===== config.mk =====
export PLATFORM = sky130hd
export DESIGN_NAME = lms_adapt_ctrl
export DESIGN_NICKNAME = d
export VERILOG_FILES = /design/src/rtl/lms_adapt_ctrl_pkg.sv /design/src/rtl/lms_adapt_ctrl.sv
export SDC_FILE = /design/constraint.sdc
export NUM_CORES = 1
export LEC_CHECK = 0
export ABC_CLOCK_PERIOD_IN_PS = 7570
export CAP_MARGIN = 10
export CORE_UTILIZATION = 45
export CTS_CLUSTER_SIZE = 40
export DETAILED_ROUTE_END_ITERATION = 16
export GPL_ROUTABILITY_DRIVEN = 0
export PLACE_DENSITY = 0.81
export SYNTH_ARGS = -nofsm -noshare
export SYNTH_HDL_FRONTEND = slang
export SYNTH_SLANG_ARGS = --single-unit

===== constraint.sdc =====
create_clock -name clk -period 7.57 [get_ports clk]
set_input_delay 1.1355 -clock clk [delete_from_list [all_inputs] [get_ports clk]]
set_output_delay 1.1355 -clock clk [all_outputs]
set_load 0.05 [all_outputs]

===== src/rtl/lms_adapt_ctrl_pkg.sv =====
// Shared state encoding and defaults for the LMS adaptation sequencer.
package lms_adapt_ctrl_pkg;

    // State codes are visible on o_state, so the values are fixed.
    typedef enum logic [2:0] {
        StIdle   = 3'd0,
        StFlush  = 3'd1,
        StWarmup = 3'd2,
        StAdapt  = 3'd3,
        StFrozen = 3'd4
    } lms_state_e;

    localparam int unsigned OsFactorDefault = 2;

    // Width of a counter that must hold values 0..n-1 (at least one bit).
    function automatic int unsigned cnt_width(input int unsigned n);
        return (n > 1) ? $clog2(n) : 1;
    endfunction

endpackage


===== src/rtl/lms_adapt_ctrl.sv =====
// Sequencer that turns sample and slicer-error strobes into LMS shift/save/update controls,
// with warm-up, update decimation, freeze and overrun detection.
module lms_adapt_ctrl
    import lms_adapt_ctrl_pkg::*;
#(
    parameter int unsigned OS_FACTOR  = OsFactorDefault,
    parameter int unsigned NB_CNT     = 16,
    parameter int unsigned NB_DEC     = 8,
    parameter int unsigned RST_CYCLES = 4
) (
    input  logic                             clk,
    input  logic                             i_reset,
    input  logic                             i_start,
    input  logic                             i_stop,
    input  logic                             i_valid,
    input  logic                             i_err_valid,
    input  logic [cnt_width(OS_FACTOR)-1:0]  i_phase_sel,
    input  logic [NB_CNT-1:0]                i_warmup_sym,
    input  logic [NB_DEC-1:0]                i_upd_every,
    input  logic                             i_freeze,
    output logic                             o_en_shtr,
    output logic                             o_save_shftrs,
    output logic                             o_en_taps,
    output logic                             o_lms_reset,
    output logic [2:0]                       o_state,
    output logic                             o_adapting,
    output logic                             o_overrun,
    output logic [NB_CNT-1:0]                o_upd_cnt
);

    localparam int unsigned PhW = cnt_width(OS_FACTOR);
    localparam int unsigned RcW = cnt_width(RST_CYCLES);
    localparam logic [PhW-1:0] PhaseLast = PhW'(OS_FACTOR - 1);
    localparam logic [RcW-1:0] RstLast   = RcW'(RST_CYCLES - 1);

    lms_state_e          state_q, state_d;
    logic [PhW-1:0]      phase_q, phase_d;
    logic [RcW-1:0]      rst_cnt_q, rst_cnt_d;
    logic [NB_CNT-1:0]   warm_cnt_q, warm_cnt_d;
    logic [NB_DEC-1:0]   dec_cnt_q, dec_cnt_d;
    logic [NB_CNT-1:0]   upd_cnt_q, upd_cnt_d;
    logic                pending_q, pending_d;
    logic                overrun_q, overrun_d;
    logic                save_dly_q, save_dly_d;  // symbol-aligned shift seen, capture next cycle
    logic                shtr_q, shtr_d;
    logic                save_q, save_d;
    logic                taps_q, taps_d;
    logic                lms_rst_q, lms_rst_d;
    logic                adapting_q, adapting_d;

    logic active;
    logic save_evt;
    logic consume;

    // Next-state logic for the FSM, counters and registered outputs.
    always_comb begin
        state_d    = state_q;
        phase_d    = phase_q;
        rst_cnt_d  = rst_cnt_q;
        warm_cnt_d = warm_cnt_q;
        dec_cnt_d  = dec_cnt_q;
        upd_cnt_d  = upd_cnt_q;
        pending_d  = pending_q;
        overrun_d  = overrun_q;
        save_dly_d = 1'b0;
        shtr_d     = 1'b0;
        save_d     = 1'b0;
        taps_d     = 1'b0;

        active   = (state_q == StWarmup) || (state_q == StAdapt) || (state_q == StFrozen);
        // The capture happens the cycle o_save_shftrs rises; pending tracks that moment.
        save_evt = active && save_dly_q;
        consume  = (state_q == StAdapt) && !i_freeze && i_err_valid && pending_q;

        if (i_stop) begin
            state_d   = StIdle;
            phase_d   = '0;
            pending_d = 1'b0;
            dec_cnt_d = '0;
        end else begin
            unique case (state_q)
                StIdle: begin
                    if (i_start) begin
                        state_d   = StFlush;
                        rst_cnt_d = '0;
                        overrun_d = 1'b0;
                        upd_cnt_d = '0;
                    end
                end
                StFlush: begin
                    phase_d    = '0;
                    warm_cnt_d = '0;
                    dec_cnt_d  = '0;
                    pending_d  = 1'b0;
                    if (rst_cnt_q == RstLast) begin
                        state_d = (i_warmup_sym == '0) ? StAdapt : StWarmup;
                    end else begin
                        rst_cnt_d = rst_cnt_q + 1'b1;
                    end
                end
                StWarmup: begin
                    // Saves here do not arm pending: no error can be consumed before ADAPT.
                    if (save_evt) begin
                        warm_cnt_d = warm_cnt_q + 1'b1;
                        if (warm_cnt_d >= i_warmup_sym) begin
                            state_d = StAdapt;
                        end
                    end
                end
                StAdapt: begin
                    if (i_freeze) begin
                        state_d   = StFrozen;
                        pending_d = 1'b0;
                    end else begin
                        if (consume) begin
                            pending_d = 1'b0;
                            taps_d    = (dec_cnt_q == '0);
                            dec_cnt_d = (dec_cnt_q == i_upd_every) ? '0 : dec_cnt_q + 1'b1;
                        end
                        // Consume applies to the old pending first, so no overrun then.
                        if (save_evt) begin
                            if (pending_q && !consume) begin
                                overrun_d = 1'b1;
                            end
                            pending_d = 1'b1;
                        end
                    end
                end
                StFrozen: begin
                    pending_d = 1'b0;
                    if (!i_freeze) begin
                        state_d   = StAdapt;
                        dec_cnt_d = '0;
                    end
                end
                default: state_d = StIdle;
            endcase

            if (active) begin
                shtr_d = i_valid;
                save_d = save_dly_q;
                if (i_valid) begin
                    save_dly_d = (phase_q == i_phase_sel);
                    phase_d    = (phase_q == PhaseLast) ? '0 : phase_q + 1'b1;
                end
            end
        end

        if (taps_d && (upd_cnt_q != '1)) begin
            upd_cnt_d = upd_cnt_q + 1'b1;
        end

        lms_rst_d  = (state_d == StIdle) || (state_d == StFlush);
        adapting_d = (state_d == StAdapt);
    end

    // State and registered outputs.
    always_ff @(posedge clk or negedge i_reset) begin
        if (!i_reset) begin
            state_q    <= StIdle;
            phase_q    <= '0;
            rst_cnt_q  <= '0;
            warm_cnt_q <= '0;
            dec_cnt_q  <= '0;
            upd_cnt_q  <= '0;
            pending_q  <= 1'b0;
            overrun_q  <= 1'b0;
            save_dly_q <= 1'b0;
            shtr_q     <= 1'b0;
            save_q     <= 1'b0;
            taps_q     <= 1'b0;
            lms_rst_q  <= 1'b1;
            adapting_q <= 1'b0;
        end else begin
            state_q    <= state_d;
            phase_q    <= phase_d;
            rst_cnt_q  <= rst_cnt_d;
            warm_cnt_q <= warm_cnt_d;
            dec_cnt_q  <= dec_cnt_d;
            upd_cnt_q  <= upd_cnt_d;
            pending_q  <= pending_d;
            overrun_q  <= overrun_d;
            save_dly_q <= save_dly_d;
            shtr_q     <= shtr_d;
            save_q     <= save_d;
            taps_q     <= taps_d;
            lms_rst_q  <= lms_rst_d;
            adapting_q <= adapting_d;
        end
    end

    assign o_en_shtr     = shtr_q;
    assign o_save_shftrs = save_q;
    assign o_en_taps     = taps_q;
    assign o_lms_reset   = lms_rst_q;
    assign o_state       = state_q;
    assign o_adapting    = adapting_q;
    assign o_overrun     = overrun_q;
    assign o_upd_cnt     = upd_cnt_q;

endmodule


==> impl_metrics.csv <==
group,metric,value,unit
finish,num-fill-cells,723,
power_and_ir_drop,pwr_density_cell,122.1,nW/um^2
detailed_routing,routed_wl,8.428,mm
setup_path,cp.required,7.83,ns
detailed_routing,via_per_inst,5.852,
detailed_routing,drc,0,
detailed_routing,wl_per_cell,15.19,um
die,die_x,90.86,um
timing,rsz0062_at_grt,"no",
setup_path,critPathTopFamily,"simple AND/OR/NAND/NOR gates",
place,dp_hpwl,6.271,mm
setup_path,cp.arrival,3.63,ns
power_and_ir_drop,swShare,26.08,%
synth,synth-edff-count,0,
timing,setup_tns,0,ns
clock_tree,clk_latency,0.32,ns
detailed_routing,drt_iter0_markers,142,
place,place_area,4182,sq um
run_status,status,"completed",
job,drv_cap,0,
timing,drv_slew,0,
setup_path,cp-end-kind,"flip-flop",
synth,synth_area_per_cell,8.817,sq um
finish,final_nets,505,
power_and_ir_drop,power_leakage,0.001861,uW
clock_tree,cts_resized,0,
die,die_area,8256,sq um
detailed_routing,firstDrtPassIters,4,
detailed_routing,drtAntennaViolNets,0,
power_and_ir_drop,p_switching,136.0,uW
die,core_area,7687,sq um
global_routing,grt-ovfl-total,0,
synth,yosysWarnings,0,
clock_tree,cts.reportedPaths.clkPinSlew,0.10,ns
synth,yosys-top-cells-area,"dfrtp_1 (37%), ha_1 (7.4%), nand2_1 (4.6%), xnor2_1 (4.2%), o21ai_0 (4.1%)",
global_routing,grt_pass1_wl,14.28,mm
place,place_inst,547,
die,fp-row-count,32,
worst_hold_path,hold_class,"reg -> reg",
timing,fmax,297.0,MHz
setup_path,crit_fanout,26,
place,pre_cts_slack,3.888,ns
power_and_ir_drop,comb_power_share,11.9,%
finish,n_antenna_cell,0,
synth,synth_nets,456,
global_routing,grt_max_degree,55,
setup_path,crit_slowest_cell,"clkdlybuf4s50_1",
setup_path,critPathBufInv,2,
timing,period_needed,3.367,ns
clock_tree,cts_tree,"yes",
finish,final_common_cell,"clkdlybuf4s50_1",
die,io_pins,57,
synth,ys.flop_type,"dfrtp_1",
global_routing,first_global_vias,3202,
synth,yosys.cell_types.count,53,
timing,worst_slack,4.203,ns
setup_path,crit_type,"in -> reg",
finish,layout-drive-gt1-share,4.194,%
synth,synthArstFlopShare,100.0,%
power_and_ir_drop,ir_drop,0.08670,mV
detailed_routing,vias,3248,
clock_tree,cts_htree_levels,2,
timing,hold_viol,0,
global_routing,antenna_found_initial,0,
setup_path,path_cells,"clkdlybuf4s50_1 > or4_4 > nor4_4 > o31ai_2 > buf_4 > or4_1 > nand2_1",
power_and_ir_drop,p_int,385.3,uW
finish,final_area,4269,sq um
synth,synth_top_area_share,37.32,%
clock_tree,cts_setup_buffers,0,
synth,syn_inst,403,
power_and_ir_drop,p_clk_share,31.4,%
die,start_util,46.22,%
clock_tree,cts_hold_repair.buffers,0,
power_and_ir_drop,seq_power_share,56.7,%
timing,max_slew_margin,26.64,%
global_routing,grt_usage,21.10,%
timing,setup_viol,0,
power_and_ir_drop,power,521.3,uW
die,die_height,90.86,um
synth,yosysTopAreaCell,"dfrtp_1",
clock_tree,cts_buffer_depth,2,
clock_tree,cts_num_sinks,54,
setup_path,cpPeakStageDelay,0.65,ns
synth,synth_area,3553,sq um
finish,layout_common_cells,"clkdlybuf4s50_1 (55), dfrtp_1 (53), nand2_1 (44), o21ai_0 (29), inv_1 (27)",
finish,final_cell_count_no_fill,555,
finish,syn_to_final_growth,20.14,%
place,port_buffers,56,
clock_tree,cts_buffers,5,
synth,synth-seq-cells,54,
synth,seq_area_frac_synth,38.06,%
timing,tightest_slew,1.090,ns
setup_path,crit_path_start_kind,"primary input",
timing,final.period_utilization,44.48,%
clock_tree,cts_root_buf,"clkbuf_8",
timing,skew,0.01373,ns
power groups by stage:
stage          logic, uW  registers (uW)  clock network, uW
6_report            62.3             295                164
5_1_grt             69.7             296                176
4_1_cts             62.7             295                169
3_5_place_dp        62.4             301                  0
2_1_floorplan       28.6             302                  0
3_3_place_gp        60.4             301                  0
per-stage QoR:
step	util, %	hold slack (ns)
after floorplan	-	0.4704
after global placement	54.39	0.4793
after detailed placement	54.39	0.4844
after CTS	55.53	0.5054
after global routing	55.53	0.5289
final	55.53	0.4967
area by class of cell:
type                    count  area (sq um)  area share [%]
clock buffers               6         72.57           1.700
clock inverters             2         15.01          0.3517
inverters                  27         101.3           2.374
multi-input cells         306          2029           47.54
flip-flops and latches     54          1353           31.68
well taps                 102         127.6           2.989
repair buffers             58         570.5           13.36
sequential cells by signal, summed over array words and instances (netlist names), 2 cells and up:
name        cells
o_upd_cnt      16
warm_cnt_q     16
dec_cnt_q       8
o_state         3
rst_cnt_q       2
path summary, 6_finish.rpt:
path | slack [ns] | end | start | depth (start not counted)
setup / recovery | 4.20 | o_upd_cnt[8]$_DFFE_PN0P_ | i_stop | 7
hold / removal | 0.50 | o_overrun$_DFFE_PN0P_ | o_overrun$_DFFE_PN0P_ | 1
setup reg to reg | 4.28 | o_adapting$_DFF_PN0_ | warm_cnt_q[2]$_DFFE_PN0P_ | 10
hold reg to reg | 0.50 | o_overrun$_DFFE_PN0P_ | o_overrun$_DFFE_PN0P_ | 1
max in group asynchronous | 6.15 | dec_cnt_q[1]$_DFFE_PN0P_ | i_reset | 2
min in group asynchronous | 0.95 | o_upd_cnt[5]$_DFFE_PN0P_ | i_reset | 2
per-layer routing:
metal,share of wire [%],up-vias,track usage [%],wire length (um)
met5,0,-,0,0
met4,1.7,0,6.481,146
met3,4.0,14,3.367,333
met2,50,89,37.25,4187
met1,45,1574,26.35,3761
li1,-,1571,-,-
synthesized netlist by cell type, drive strengths merged (11+ instances only):
master	count
nor2	20
inv	27
o31ai	12
ha	21
o211ai	11
nand3	18
or4	12
clkbuf	13
dfrtp	53
o21ai	30
xnor2	17
a21oi	13
nand2	44
kinds of logic (layout without fill, tap and decap cells):
kind of cell | count (synthesis) | count (layout) | synth area share [%]
buffers and inverters | 43 | 93 | 4.824
xor gates and xnor gates | 24 | 24 | 5.915
DFF | 54 | 54 | 38.06
AOI/OAI and AO/OA | 98 | 98 | 18.45
and+or+nand+nor | 162 | 162 | 25.04
adders and majority gates | 21 | 21 | 7.394
muxes | 1 | 1 | 0.3169
worst register-to-register path: stages (launching register included):
cell and delay [ns]:
dfrtp_1 0.47, nand3_1 0.16, nor4_1 0.95, nand3_1 0.25
xnor2_1 0.25, ha_1 0.28, nand4_1 0.15, inv_1 0.06
a221o_1 0.37, nor3_1 0.15, a21oi_1 0.10
Power figures use the tool's default switching activity.
==> edit (config.mk and constraints unchanged) <==
The output `o_en_shtr` loses its register stage (`shtr_q` becomes a continuous assignment).
--- a/src/rtl/lms_adapt_ctrl.sv
+++ b/src/rtl/lms_adapt_ctrl.sv
@@ -167,5 +167,4 @@
             overrun_q  <= 1'b0;
             save_dly_q <= 1'b0;
-            shtr_q     <= 1'b0;
             save_q     <= 1'b0;
             taps_q     <= 1'b0;
@@ -182,5 +181,4 @@
             overrun_q  <= overrun_d;
             save_dly_q <= save_dly_d;
-            shtr_q     <= shtr_d;
             save_q     <= save_d;
             taps_q     <= taps_d;
@@ -189,4 +187,6 @@
         end
     end
+
+    assign shtr_q = shtr_d;
 
     assign o_en_shtr     = shtr_q;
Behaviour: not the same (a bounded check fails within 10 cycles, from zero or initial values and one cycle with i_reset low).
==> edit against the original RTL <==
Die area decreased by 0.68%. Combinational power decreased by 1%. Sequential cell count decreased by 1. Design area about the same. Power increased by 6.8%. Area after synthesis decreased by 0.70%. Wire length decreased by 0.98%. Worst setup slack got worse by 0.59 ns. Non-clock buffer count unchanged. Highest routed layer unchanged. Hold slack improved by 0.023 ns. Register-to-register slack improved by 0.07 ns.
==> edit: results (changes against the original RTL) <==
synth.area.top_cells: "dfrtp_1 37%, ha_1 7.4%, nand2_1 4.7%"
status: "completed"
grt_max_degree: 54  # -1.8%
syn_inst: 402  # -0.25%
drive_above_1_share_pct: 4.42  # +0.23 points
wire_per_inst_um: 15.1  # -0.27%
whs_path_depth: 1  # unchanged
grt_pass1_wl_um: 14500  # +1.4%
met2_usage_pct: 35.2  # -2.0 points
fin_nets: 504  # -0.20%
layoutNonFillerInstCount: 551  # -0.72%
drt-met1-wl_um: 3820  # +1.6%
p_leak_nw: 1.87  # +0.32%
skew_ns: 0.00754  # -0.00619 ns
drt_iter0_markers: 194  # +37%
max-vdd-ir-drop_mv: 0.0646  # -26%
relSlewSlack_pct: 32.4  # +5.8 points
p_seq_share_pct: 52.1  # -4.6 points
place_inst: 543  # -0.73%
wl_met3_um: 443  # +33%
p_sw_share_pct: 24.1  # -2.0 points
post_dp_cell_area_um2: 4150  # -0.69%
r2r_slack_ns: 4.35  # +0.07 ns
layout_setup_ws_ns: 3.61  # -0.595 ns
post-dp-hpwl_um: 6140  # -2.1%
path_max_fanout: 15  # -42%
nFillCells: 663  # -8.3%
grt_usage_pct: 21.5  # +0.44 points
pg_comb_uw: 61.6  # -1%
yosysSeqAreaShare_pct: 37.6  # -0.44 points
cts_buffer_depth: 2  # unchanged
met2RoutedLength_um: 3940  # -6.0%
synth_nets: 455  # -0.22%
route.vias.total: 3253  # +0.15%
grt_pass1_vias: 3063  # -4.3%
grt_use_met1_pct: 29.1  # +2.8 points
synth_commonest_cells: "52 x dfrtp_1, 44 x nand2_1, 29 x o21ai_0, 27 x inv_1, 21 x ha_1"
critPathCapture: "o_en_shtr"
cts_setup_buffers: 0  # unchanged
cp.arrival_ns: 2.83  # -0.80 ns
htree_levels: 2  # unchanged
critPathMaxStageDelay_ns: 0.83  # +0.18 ns
==> edit: changes by cell type after synthesis <==
| cell | change |
|---|---|
| dfrtp_1 | -1 |
==> edit: kinds of logic (layout without fill, tap and decap cells) <==
kind of cell / count (synthesis) / in the layout / synth area share (%)
AND/OR/NAND/NOR: 162 / 162 / 25.2
AO/OA/AOI/OAI: 98 / 98 / 18.6
multiplexers: 1 / 1 / 0.319
XOR/XNOR: 24 / 24 / 5.96
buffers and inverters: 43 / 93 / 4.86
adder cells (fa/ha/maj): 21 / 21 / 7.45
flip-flops: 53 / 53 / 37.6
==> edit: final cells by class <==
cell class	count	area (um2)	area share (%)
tap	99	124	2.90
inverter	27	101	2.37
clock buffer	6	82.6	1.93
timing repair buffer	58	571	13.4
sequential	53	1330	31.1
clock inverter	2	37.5	0.878
multi-input combinational	306	2030	47.5
==> edit: worst max-delay path, delay by kind of cell <==
family | cells | cell delay [ns]
buf+inv | 2 | 1.48
simple gates | 1 | 0.20
